--- src/rtl/urng_bit_source.sv ---
// urng_bit_source: serial bit-stream source for rng.bits_in.
// Buffers up to two BX-bit words from a valid/ready port and shifts them
// out LSB-first, one bit per clock. mode=1 substitutes an internal 16-bit
// Galois LFSR so the stream can run without external entropy.
module urng_bit_source #(
   parameter int          BX   = 8,
   parameter logic [15:0] SEED = 16'hACE1
) (
   input  logic          clk,
   input  logic          rst,
   input  logic [BX-1:0] in_word,
   input  logic          in_valid,
   output logic          in_ready,
   input  logic          mode,
   input  logic          hold,
   output logic          bits_out,
   output logic          bit_valid,
   output logic          word_start,
   output logic          underrun,
   output logic [15:0]   words_sent
);

   localparam int          IW        = (BX > 1) ? $clog2(BX) : 1;
   localparam logic [IW-1:0] LAST_IDX = IW'(BX - 1);
   localparam logic [15:0] LFSR_MASK = 16'hB400;
   // An all-zero LFSR would lock up, so a zero seed is promoted to 1.
   localparam logic [15:0] LFSR_INIT = (SEED == 16'h0000) ? 16'h0001 : SEED;

   typedef enum logic [0:0] {
      S_IDLE  = 1'b0,
      S_SHIFT = 1'b1
   } state_t;

   // ------------------------------------------------------------------
   // Registers
   // ------------------------------------------------------------------
   logic [BX-1:0] r_fifo [2];
   logic          r_wr_ptr;
   logic          r_rd_ptr;
   logic [1:0]    r_count;

   state_t        r_state;
   logic          r_src_lfsr;
   logic [IW-1:0] r_bit_idx;
   logic [BX-1:0] r_shreg;
   logic [15:0]   r_lfsr;

   logic          r_bits_out;
   logic          r_bit_valid;
   logic          r_word_start;
   logic          r_underrun;
   logic [15:0]   r_words_sent;

   // ------------------------------------------------------------------
   // Combinational control
   // ------------------------------------------------------------------
   logic          w_push;
   logic          w_pop;
   logic          w_fifo_empty;
   logic [BX-1:0] w_head;
   logic          w_at_boundary;
   logic          w_start_lfsr;
   logic          w_start_word;
   logic          w_mid_step;
   logic          w_word_done;
   logic          w_lfsr_step;
   logic [15:0]   w_lfsr_next;

   assign in_ready   = rst && (r_count != 2'd2);
   assign bits_out   = r_bits_out;
   assign bit_valid  = r_bit_valid;
   assign word_start = r_word_start;
   assign underrun   = r_underrun;
   assign words_sent = r_words_sent;

   // Serializer decisions for this edge; mode is only consulted at a word boundary.
   always_comb begin
      w_push        = in_valid && in_ready;
      w_fifo_empty  = (r_count == 2'd0);
      w_head        = r_fifo[r_rd_ptr];
      w_at_boundary = (r_state == S_IDLE) || (r_bit_idx == LAST_IDX);
      w_start_lfsr  = !hold && w_at_boundary && mode;
      w_start_word  = !hold && w_at_boundary && !mode && !w_fifo_empty;
      w_mid_step    = !hold && (r_state == S_SHIFT) && !w_at_boundary;
      w_word_done   = !hold && (r_state == S_SHIFT) && (r_bit_idx == LAST_IDX);
      w_pop         = w_start_word;
      w_lfsr_step   = w_start_lfsr || (w_mid_step && r_src_lfsr);
      if (r_lfsr[0]) begin
         w_lfsr_next = (r_lfsr >> 1) ^ LFSR_MASK;
      end else begin
         w_lfsr_next = r_lfsr >> 1;
      end
   end

   // Two-entry input FIFO: pointer-based storage with an occupancy count.
   always_ff @(posedge clk) begin
      if (!rst) begin
         r_wr_ptr <= 1'b0;
         r_rd_ptr <= 1'b0;
         r_count  <= 2'd0;
      end else begin
         if (w_push) begin
            r_fifo[r_wr_ptr] <= in_word;
            r_wr_ptr         <= ~r_wr_ptr;
         end
         if (w_pop) begin
            r_rd_ptr <= ~r_rd_ptr;
         end
         case ({w_push, w_pop})
            2'b10:   r_count <= r_count + 2'd1;
            2'b01:   r_count <= r_count - 2'd1;
            default: r_count <= r_count;
         endcase
      end
   end

   // LFSR advances only on edges that present one of its bits.
   always_ff @(posedge clk) begin
      if (!rst) begin
         r_lfsr <= LFSR_INIT;
      end else if (w_lfsr_step) begin
         r_lfsr <= w_lfsr_next;
      end
   end

   // Serializer FSM with registered stream outputs; hold freezes everything but the strobes.
   always_ff @(posedge clk) begin
      if (!rst) begin
         r_state      <= S_IDLE;
         r_src_lfsr   <= 1'b0;
         r_bit_idx    <= '0;
         r_shreg      <= '0;
         r_bits_out   <= 1'b0;
         r_bit_valid  <= 1'b0;
         r_word_start <= 1'b0;
         r_underrun   <= 1'b0;
         r_words_sent <= '0;
      end else begin
         r_bit_valid  <= 1'b0;
         r_word_start <= 1'b0;
         r_underrun   <= 1'b0;
         if (w_word_done) begin
            r_words_sent <= r_words_sent + 16'd1;
         end
         if (w_start_lfsr) begin
            r_state      <= S_SHIFT;
            r_src_lfsr   <= 1'b1;
            r_bit_idx    <= '0;
            r_bits_out   <= r_lfsr[0];
            r_bit_valid  <= 1'b1;
            r_word_start <= 1'b1;
         end else if (w_start_word) begin
            // Bit 0 goes straight out; the shift register holds the rest.
            r_state      <= S_SHIFT;
            r_src_lfsr   <= 1'b0;
            r_bit_idx    <= '0;
            r_shreg      <= w_head >> 1;
            r_bits_out   <= w_head[0];
            r_bit_valid  <= 1'b1;
            r_word_start <= 1'b1;
         end else if (w_mid_step) begin
            r_bit_idx   <= r_bit_idx + 1'b1;
            r_bit_valid <= 1'b1;
            if (r_src_lfsr) begin
               r_bits_out <= r_lfsr[0];
            end else begin
               r_bits_out <= r_shreg[0];
               r_shreg    <= r_shreg >> 1;
            end
         end else if (w_word_done) begin
            // Boundary with mode 0 and nothing buffered.
            r_state    <= S_IDLE;
            r_underrun <= 1'b1;
         end
      end
   end

endmodule

--- config.mk ---
export PLATFORM = sky130hd
export DESIGN_NAME = urng_bit_source
export DESIGN_NICKNAME = d
export VERILOG_FILES = /design/src/rtl/urng_bit_source.sv
export SDC_FILE = /design/constraint.sdc
export NUM_CORES = 1
export LEC_CHECK = 0
export CORE_ASPECT_RATIO = 1.2
export CORE_MARGIN = 1.5
export CORE_UTILIZATION = 55
export DETAILED_ROUTE_END_ITERATION = 16
export PLACE_DENSITY = 0.8
export SLEW_MARGIN = 20
export SYNTH_ARGS = -nofsm -noshare
export SYNTH_HDL_FRONTEND = slang
export SYNTH_SLANG_ARGS = --single-unit
--- constraint.sdc ---
create_clock -name clk -period 3.36 [get_ports clk]
set_clock_uncertainty 0.2 [all_clocks]
set_input_delay 0.672 -clock clk [delete_from_list [all_inputs] [get_ports clk]]
set_output_delay 0.672 -clock clk [all_outputs]
set_load 0.01 [all_outputs]
==> results of run 1 <==
-- per-stage QoR --
stage	area (sq um)	instances	hold slack (ps)	power, mW	setup WS [ps]
6_report	3410	388	267	1.69	595
3_5_place_dp	3230	372	256	1.07	596
4_1_cts	3410	388	268	1.70	581
2_1_floorplan	2850	291	240	1.02	1220
3_3_place_gp	3230	372	252	1.07	594
5_1_grt	3410	388	285	1.75	544
-- cell usage after synthesis (2+ instances only) --
cell / number
sky130_fd_sc_hd__o311ai_0: 2
sky130_fd_sc_hd__edfxtp_1: 16
sky130_fd_sc_hd__mux2i_1: 9
sky130_fd_sc_hd__nand4_1: 3
sky130_fd_sc_hd__dfxtp_1: 53
sky130_fd_sc_hd__nor3_1: 6
sky130_fd_sc_hd__a21o_1: 2
sky130_fd_sc_hd__mux2_2: 10
sky130_fd_sc_hd__nand2b_1: 5
sky130_fd_sc_hd__buf_1: 2
sky130_fd_sc_hd__inv_1: 6
sky130_fd_sc_hd__xor2_1: 3
sky130_fd_sc_hd__or3_1: 3
sky130_fd_sc_hd__nand2_1: 17
sky130_fd_sc_hd__a21oi_1: 25
sky130_fd_sc_hd__nand3b_1: 4
sky130_fd_sc_hd__ha_1: 3
sky130_fd_sc_hd__nor4_1: 4
sky130_fd_sc_hd__clkbuf_1: 15
sky130_fd_sc_hd__xnor2_1: 14
sky130_fd_sc_hd__nor2_1: 23
sky130_fd_sc_hd__o21ai_0: 27
sky130_fd_sc_hd__nand3_1: 28
-- logic make-up after synthesis --
group | after synthesis | share of synthesized area
simple gates | 100 | 0.178
flops | 69 | 0.542
compound gates | 60 | 0.114
buf+inv | 23 | 0.0303
mux | 19 | 0.0712
xor+xnor | 17 | 0.0523
fa+ha+maj | 3 | 0.0132
-- layer usage --
metal	up-vias	wire, um	global-route usage
li1	1098	-	-
met1	1061	2300	0.267
met2	61	2800	0.344
met3	12	229	0.0466
met4	0	116	0.116
met5	-	0	0
-- placed cells by master (no fill, tap or decap), types with 5 or more instances in the layout --
cell type,synthesis,final
sky130_fd_sc_hd__edfxtp_1,16,16
sky130_fd_sc_hd__nand3_1,28,28
sky130_fd_sc_hd__nor3_1,6,6
sky130_fd_sc_hd__dfxtp_1,53,53
sky130_fd_sc_hd__nand2_1,17,17
sky130_fd_sc_hd__mux2_2,10,10
sky130_fd_sc_hd__inv_1,6,6
sky130_fd_sc_hd__buf_4,0,5
sky130_fd_sc_hd__clkbuf_8,0,9
sky130_fd_sc_hd__o21ai_0,27,27
sky130_fd_sc_hd__a21oi_1,25,25
sky130_fd_sc_hd__nor2_1,23,23
sky130_fd_sc_hd__nand2b_1,5,5
sky130_fd_sc_hd__clkdlybuf4s50_1,0,33
sky130_fd_sc_hd__mux2i_1,9,9
sky130_fd_sc_hd__xnor2_1,14,14
-- flip-flops by register name, indices dropped and copies added (netlist names), named ones only --
name        count
r_bit_idx       3
words_sent     16
r_lfsr         16
r_state         1
r_wr_ptr        1
bits_out        1
bit_valid       1
r_rd_ptr        1
word_start      1
underrun        1
r_count         2
r_fifo         16
r_shreg         7
r_src_lfsr      1
-- worst max-delay path, cell delays in order --
cell                              delay (ps)
sky130_fd_sc_hd__clkdlybuf4s50_1         480
sky130_fd_sc_hd__inv_1                    60
sky130_fd_sc_hd__a21oi_1                 130
sky130_fd_sc_hd__clkdlybuf4s50_1         560
-- power by group through the flow --
stage	combinational (mW)	clock (mW)	sequential (mW)
after detailed placement	0.149	0	0.925
after global routing	0.169	0.676	0.911
after global placement	0.144	0	0.923
after CTS	0.152	0.639	0.907
final	0.151	0.627	0.907
after floorplan	0.106	0	0.917
-- final timing paths --
kind | endpoint | slack, ps
max | in_ready | 600
min | r_lfsr[1] | 270
max reg2reg | r_shreg[0] | 940
min reg2reg | r_lfsr[1] | 270
-- layout make-up --
cell class	count	share of cell area
timing repair buffer	38	0.108
clock inverter	5	0.0151
tap	60	0.0220
inverter	6	0.00661
clock buffer	11	0.0385
sequential	69	0.452
multi-input combinational	199	0.358
==> results.md, run 1 <==
* Syn Inst Count at 291
* Number of maximum-capacitance constraint violations at 0
* Start point of the critical path: rst
* Leading area contributor after synthesis: sky130_fd_sc_hd__dfxtp_1
* Layout-stage area growth over the synthesis result at 19.7%
* Synth area leaders: sky130_fd_sc_hd__dfxtp_1, sky130_fd_sc_hd__edfxtp_1, sky130_fd_sc_hd__nand3_1
* WL per Instance at 14.0 um
* Relative contribution of sequential cells to total power at 0.538
* Later-pin clock latency in the skew report at 340 ps
* Setup-violating endpoint count in the final report at 0
* Pin count of the biggest net entering global routing at 32
* Overall die height at 81.8 um
* Portion of synthesized cell area occupied by the leading cell type at 0.373
* Die width at 68.7 um
* DR pass1 iterations at 4
* Class of the most critical hold timing path: flop to flop
* Worst slew margin relative to its limit at 0.567
* Proportion of power drawn by the clock network at 0.372
* Crit path required time at 2490 ps
* Final Slew Violations at 0
* Vias in the first global route at 2046
* Count of boundary I/O pins at 34
* Net Switching at 0.395 mW
* Detailed Route Iter0 Violations at 157
* R2R cell count at 6
* Clock-pin slew on the worst setup and hold paths at 70 ps
* Vias at 2232
* Die Outline Area at 0.00562 sq mm
* Number of unique standard cell types used by synthesis at 34
* Count of cells resized by post-cts repair at 0
* Ratio of final minimum period to clock period at 0.823
* Slew at the pin closest to its max-slew limit at 648 ps
* Filler cell count in the final layout at 420
* Worst reg2reg startpoint: r_bit_idx[0]
* Max VDD drop at 0.429 mV
* Area of the mapped netlist at 0.00285 sq mm
* Core Rows at 28
* EDFF count, synth at 16
* Initial core utilization at 0.572
* Upper clock frequency limit at 362 MHz
* Weighted congestion at the end of routability-driven global placement at 0.725
* Proportion of layout cells with a drive suffix above 1 at 0.0945
* Number of buffers inserted during clock tree synthesis at 9
* Overflow after GRT at 0
* Avg Inst Size Synth at 9.78 sq um
* Leakage power figure at 1.18 nW
* Maximum level of the CTS H-tree at 3
* HPWL reported at the end of detailed placement at 3.58 mm
* Multi-input gate area at 0.00122 sq mm
* Startpoint-to-endpoint class of the critical path: primary input to output port
* Number of routed nets with antenna violations at 0
* Fin. Hold Viols at 0
* Kind of start point of the critical path: primary input
* Quantity of hold-fixing buffers added after cts at 0
* Antenna violations before repair at 0
* Root buf cell: sky130_fd_sc_hd__clkbuf_8
* Sum of negative setup slack at 0 ps
* Global-route wire length before repair at 8.98 mm
* DRT Wirelength at 5.45 mm
* Register bit total from synthesis at 69
* Number of nets in the synthesized netlist at 307
* Area of the placeable core at 0.00497 sq mm
* Remaining DRCs at 0
* Synth Warn # at 0
* Number of antenna diodes at 0
* RSZ-0062 raised after global routing: false
* Asr flop ratio synth at 0
* Kind of end point of the critical path: output port
* Logic gate share of total power at 0.090
* Buffers from clock root to sink, at most at 2
* Number of post-CTS setup repair buffers at 0
* Share of synthesized area occupied by flip-flops and latches at 0.542
* Maximum fanout along the worst path at 2
* Internal Pwr Total at 1.29 mW
* TritonCTS clock tree: built
* Data arrival time of the worst path at 1890 ps
* Main flop type after synthesis: sky130_fd_sc_hd__dfxtp_1
* Number of sinks on the clock net at 69
* Overall Global Routing Usage at 0.215
* Power per cell area at 494 mW/mm^2
* Hold path startpoint: r_lfsr[2]
* Number of nets in the final layout at 339
* Port Buffers at 33
* Post-Route Utilization at 0.685
* Status: finished, final reports clean
* Area taken by flip-flops and latches at 0.00154 sq mm
* Net switching share of the total power at 0.234
* Per-cell via count in the routed design at 5.75
* Min Tclk post-route at 2760 ps
* Hold path cells at 2
No activity file was read; power rests on OpenSTA's default activity.
==> run 2: changes to the inputs <==
--- a/config.mk
+++ b/config.mk
@@ -7,9 +7,9 @@
 export LEC_CHECK = 0
 export CORE_ASPECT_RATIO = 1.2
 export CORE_MARGIN = 1.5
-export CORE_UTILIZATION = 55
+export CORE_UTILIZATION = 49
 export DETAILED_ROUTE_END_ITERATION = 16
-export PLACE_DENSITY = 0.8
+export PLACE_DENSITY = 0.75
 export SLEW_MARGIN = 20
 export SYNTH_ARGS = -nofsm -noshare
 export SYNTH_HDL_FRONTEND = slang
==> constraint.sdc (replaced) <==
create_clock -name clk -period 2.3 [get_ports clk]
set_clock_uncertainty 0.2 [all_clocks]
set_input_delay 0.46 -clock clk [delete_from_list [all_inputs] [get_ports clk]]
set_output_delay 0.46 -clock clk [all_outputs]
set_load 0.01 [all_outputs]
==> run 2 against run 1 <==
Compared with the run above:
- worst hold slack improved by 0.61 ps
- clock-buffer cell count rose by 4
- core utilization fell by 6.3 points
- register-to-register slack got worse by 780 ps
- power rose by 49%
==> results.md, run 2 (same netlist as run 1, synthesis figures left out) <==
* Per-cell via count in the routed design at 5.57
* Ratio of final minimum period to clock period at 0.931
* Number of antenna diodes at 0
* Fin. Hold Viols at 0
* Number of buffers inserted during clock tree synthesis at 9
* RSZ-0062 raised after global routing: false
* Data arrival time of the worst path at 2210 ps
* DR pass1 iterations at 4
* Worst Setup Slack, final at 160 ps
* DRT Wirelength at 5.33 mm
* Vias in the first global route at 2076
* Die width at 72.6 um
* Startpoint-to-endpoint class of the critical path: flop to flop
* Proportion of layout cells with a drive suffix above 1 at 0.122
* Later-pin clock latency in the skew report at 340 ps
* Hold_ws at 267 ps
* Min Tclk post-route at 2140 ps
* Max VDD drop at 0.531 mV
* Pin count of the biggest net entering global routing at 32
* Termination of the worst setup path: words_sent[14]
* Core Rows at 30
* Count of boundary I/O pins at 34
* Detailed Route Iter0 Violations at 139
* Power per cell area at 716 mW/mm^2
* Worst-case setup slack after placement at -93.8 ps
* Master of the slowest instance on the critical path: sky130_fd_sc_hd__or4_4
* Vias at 2235
* Proportion of power drawn by the clock network at 0.382
* Crit path required time at 2370 ps
* Root buf cell: sky130_fd_sc_hd__clkbuf_8
* Most used cells in the layout excluding fill and tap cells: sky130_fd_sc_hd__dfxtp_1, sky130_fd_sc_hd__clkdlybuf4s50_1, sky130_fd_sc_hd__nand3_1
* Sum of negative setup slack at 0 ps
* Setup-violating endpoint count in the final report at 0
* Number of routed nets with antenna violations at 0
* Internal Pwr Total at 1.94 mW
* Overflow after GRT at 0
* Post-Route Utilization at 0.622
* Upper clock frequency limit at 467 MHz
* Commonest non-fill, non-tap cell in the layout: sky130_fd_sc_hd__dfxtp_1
* Net switching share of the total power at 0.227
* Buffers from clock root to sink, at most at 2
* Net Switching at 0.569 mW
* Port Buffers at 33
* Worst reg2reg startpoint: r_bit_idx[0]
* Class of the most critical hold timing path: flop to flop
* Logic gate share of total power at 0.090
* TritonCTS clock tree: built
* Reg-to-Reg End: words_sent[14]
* Start point of the critical path: r_bit_idx[0]
* Clock-pin slew on the worst setup and hold paths at 70 ps
* Antenna violations before repair at 0
* Most frequent CP cell: sky130_fd_sc_hd__ha_1
* Slew at the pin closest to its max-slew limit at 442 ps
* Die Outline Area at 0.00628 sq mm
* Largest stage delay on the critical path at 540 ps
* Initial core utilization at 0.506
* Kind of start point of the critical path: flop
* Quantity of hold-fixing buffers added after cts at 0
* Worst slew margin relative to its limit at 0.705
* Number of nets in the final layout at 349
* R2R cell count at 6
* Final Slew Violations at 0
* Relative contribution of sequential cells to total power at 0.528
* Number of sinks on the clock net at 69
* Maximum level of the CTS H-tree at 3
* Critical path cell sequence: ha_1 > ha_1 > nand3b_1 > or4_4 > or3_1 > a21oi_1
* HPWL reported at the end of detailed placement at 3.59 mm
* Worst R2R Setup Slack at 160 ps
* Remaining DRCs at 0
* Global-route wire length before repair at 9.00 mm
* Number of maximum-capacitance constraint violations at 0
* Overall die height at 86.5 um
* Layout-stage area growth over the synthesis result at 23.0%
* Kind of end point of the critical path: flop
* Status: finished, final reports clean
* Area of the placeable core at 0.00563 sq mm
* Maximum fanout along the worst path at 4
* WL per Instance at 13.3 um
* Overall Global Routing Usage at 0.187
* Leakage power figure at 1.24 nW
* Weighted congestion at the end of routability-driven global placement at 0.766
[run 2: cell types whose count changed in the layout (fill, tap and decap cells not counted), sizes merged]
cell,before,now
clkbuf,11,15
dlygate4sd2,0,1
bufinv,1,0
clkdlybuf4s50,33,32
clkinvlp,1,0
buf,5,15
clkinv,3,0
[run 2: metal layers]
layer,up-vias,track usage,part of all wire
met5,-,0,0
met4,0,0.0909,0.016
met3,8,0.0523,0.047
met2,58,0.311,0.50
met1,1050,0.221,0.43
li1,1119,-,-
[run 2: cell type report]
cell class / instances / area (sq um)
Multi-Input combinational cell: 199 / 1220
Fill cell: 489 / 2130
Inverter: 6 / 22.5
Tap cell: 64 / 80.1
Clock buffer: 15 / 198
Timing Repair Buffer: 48 / 442
Sequential cell: 69 / 1540
[run 2: power by group through the flow]
stage	Combinational [mW]	Clock, mW	Sequential [mW]
after detailed placement	0.226	0	1.35
after global placement	0.221	0	1.35
final	0.225	0.959	1.32
after floorplan	0.154	0	1.34
after global routing	0.254	1.03	1.33
after CTS	0.227	0.978	1.32
[run 2: worst min-delay path by stage]
stage               start          to  slack, ps  cells past startpoint
3_5_place_dp    r_lfsr[3]   r_lfsr[2]        260                      2
5_1_grt         r_lfsr[9]   r_lfsr[8]        290                      2
3_3_place_gp    r_lfsr[2]   r_lfsr[1]        250                      2
2_1_floorplan  r_lfsr[15]  r_lfsr[14]        240                      2
4_1_cts        r_lfsr[15]  r_lfsr[14]        270                      2
6_report        r_lfsr[9]   r_lfsr[8]        270                      2
[run 2: per-stage QoR]
stage	power [mW]	cell area, sq um	std cells
2_1_floorplan	1.49	2850	291
3_3_place_gp	1.57	3310	386
3_5_place_dp	1.58	3310	386
4_1_cts	2.53	3500	401
5_1_grt	2.62	3500	401
6_report	2.51	3500	401
[run 2: what timing repair did]
action,in CTS,in global routing
endpoints found under the setup margin,1,0
resized for setup,1,0
setup buffers,0,0
[run 2: worst max-delay path: cells and delay by family (launching register included)]
| kind | cells | cell delay (ps) |
|---|---|---|
| compound gates | 1 | 150 |
| fa+ha+maj | 2 | 350 |
| flops | 1 | 350 |
| simple gates | 3 | 1010 |
==> run 3: changes to the inputs <==
--- a/config.mk
+++ b/config.mk
@@ -9,7 +9,9 @@
 export CORE_MARGIN = 1.5
 export CORE_UTILIZATION = 49
 export DETAILED_ROUTE_END_ITERATION = 16
+export GPL_ROUTABILITY_DRIVEN = 0
 export PLACE_DENSITY = 0.75
+export RECOVER_POWER = 50
 export SLEW_MARGIN = 20
 export SYNTH_ARGS = -nofsm -noshare
 export SYNTH_HDL_FRONTEND = slang
==> run 3 against run 2 <==
Compared with the run above:
- combinational power down 3%
- core utilization down 0.22 points
- global-route usage unchanged
- critical path depth unchanged
- cell count unchanged
- die area unchanged
- highest routed layer unchanged
==> results.md, run 3 (same netlist as run 1, synthesis figures left out) <==
* RSZ-0062 raised after global routing: false
* Worst Setup Slack, final at 151 ps
* Termination of the worst setup path: words_sent[14]
* Worst slew margin relative to its limit at 0.684
* HPWL reported at the end of detailed placement at 3.59 mm
* Fin. Hold Viols at 0
* Die Outline Area at 0.00628 sq mm
* Worst reg2reg startpoint: r_bit_idx[0]
* Overflow after GRT at 0
* Status: finished, final reports clean
* Final Slew Violations at 0
* Area taken by flip-flops and latches at 0.00154 sq mm
* Quantity of hold-fixing buffers added after cts at 0
* WL per Instance at 13.2 um
* Start point of the critical path: r_bit_idx[0]
* Maximum fanout along the worst path at 4
* Die width at 72.6 um
* Hold_ws at 267 ps
* Crit path required time at 2370 ps
* Port Buffers at 33
* Ratio of final minimum period to clock period at 0.934
* Multi-input gate area at 0.00122 sq mm
* Pwr Total at 2.50 mW
* Antenna violations before repair at 0
* Root buf cell: sky130_fd_sc_hd__clkbuf_8
* Power per cell area at 717 mW/mm^2
* Upper clock frequency limit at 465 MHz
* Post-Route Utilization at 0.620
* Vias at 2217
* Number of nets in the final layout at 349
* Detailed Route Iter0 Violations at 168
* Count of boundary I/O pins at 34
* Proportion of layout cells with a drive suffix above 1 at 0.116
* Number of maximum-capacitance constraint violations at 0
* Min Tclk post-route at 2150 ps
* Clock-pin slew on the worst setup and hold paths at 70 ps
* Number of buffers inserted during clock tree synthesis at 9
* Most used cells in the layout excluding fill and tap cells: sky130_fd_sc_hd__dfxtp_1, sky130_fd_sc_hd__nand3_1, sky130_fd_sc_hd__o21ai_0
* Data arrival time of the worst path at 2220 ps
* Number of antenna diodes at 0
* Placed standard-cell area at 0.00331 sq mm
* DR pass1 iterations at 4
* DRT Wirelength at 5.30 mm
* Kind of end point of the critical path: flop
* Slew at the pin closest to its max-slew limit at 475 ps
* Number of routed nets with antenna violations at 0
* Overall die height at 86.5 um
* Per-cell via count in the routed design at 5.53
* Global-route wire length before repair at 9.00 mm
* Max VDD drop at 0.529 mV
* Buffers from clock root to sink, at most at 2
* TritonCTS clock tree: built
* R2R cell count at 6
* Worst-case setup slack after placement at -93.8 ps
* Pin count of the biggest net entering global routing at 32
* Vias in the first global route at 2076
* Leakage power figure at 1.26 nW
* Startpoint-to-endpoint class of the critical path: flop to flop
* Layout-stage area growth over the synthesis result at 22.6%
* Reg-to-Reg End: words_sent[14]
* Area of the placeable core at 0.00563 sq mm
* Class of the most critical hold timing path: flop to flop
* Worst R2R Setup Slack at 150 ps
* Post-route design area at 0.00349 sq mm
* Setup-violating endpoint count in the final report at 0
* Number of sinks on the clock net at 69
* Later-pin clock latency in the skew report at 340 ps
* Kind of start point of the critical path: flop
* Filler cell count in the final layout at 493
* Initial core utilization at 0.506
* Commonest non-fill, non-tap cell in the layout: sky130_fd_sc_hd__dfxtp_1
* Number of post-CTS setup repair buffers at 0
* Remaining DRCs at 0
* Overall Global Routing Usage at 0.187
* Core Rows at 30
* Maximum level of the CTS H-tree at 3
run 3: cell types whose count changed in the layout (fill, tap and decap cells not counted), sizes merged:
cell,change
dlygate4sd3,+15
clkbuf,+5
buf,-5
clkdlybuf4s50,-15
run 3: worst max-delay path, stage by stage, from the launching register on:
cell and delay (ps):
sky130_fd_sc_hd__dfxtp_1 350, sky130_fd_sc_hd__ha_1 150, sky130_fd_sc_hd__ha_1 200, sky130_fd_sc_hd__nand3b_1 120, sky130_fd_sc_hd__or4_4 550, sky130_fd_sc_hd__or3_1 360, sky130_fd_sc_hd__a21oi_1 150
run 3: repair_timing:
item | 4_1_cts | 5_1_grt
gates resized for setup | 1 | 0
endpoints found under the setup margin | 1 | 0
endpoints found under the hold margin | 0 | 0
run 3: power by group:
| group | switching [mW] | internal [mW] | leakage (nW) |
|---|---|---|---|
| clock | 0.417 | 0.541 | 0.101 |
| combinational | 0.118 | 0.101 | 0.578 |
| sequential | 0.0328 | 1.29 | 0.578 |
run 3: cell type report:
type | instances | area share
tap | 64 | 0.0229
timing repair buffer | 48 | 0.123
inverter | 6 | 0.00645
sequential | 69 | 0.442
clock buffer | 15 | 0.0567
multi-input combinational | 199 | 0.349
run 3: worst min path at each step:
stage / slack (ps) / from / to / cells past startpoint
final: 270 / r_lfsr[9] / r_lfsr[8] / 2
after global routing: 290 / r_lfsr[9] / r_lfsr[8] / 2
after CTS: 270 / r_lfsr[15] / r_lfsr[14] / 2
after detailed placement: 260 / r_lfsr[3] / r_lfsr[2] / 2
after global placement: 250 / r_lfsr[2] / r_lfsr[1] / 2
after floorplan: 240 / r_lfsr[15] / r_lfsr[14] / 2
run 3: per-layer routing:
metal	global-route usage	routed length [um]
met1	0.221	2270
met2	0.311	2680
met3	0.0523	251
met4	0.0909	99
met5	0	0
run 3: stage by stage:
stage / setup TNS (ps) / std cells
after floorplan: 0 / 291
after global placement: -115 / 386
after detailed placement: -147 / 386
after CTS: 0 / 401
after global routing: 0 / 401
final: 0 / 401
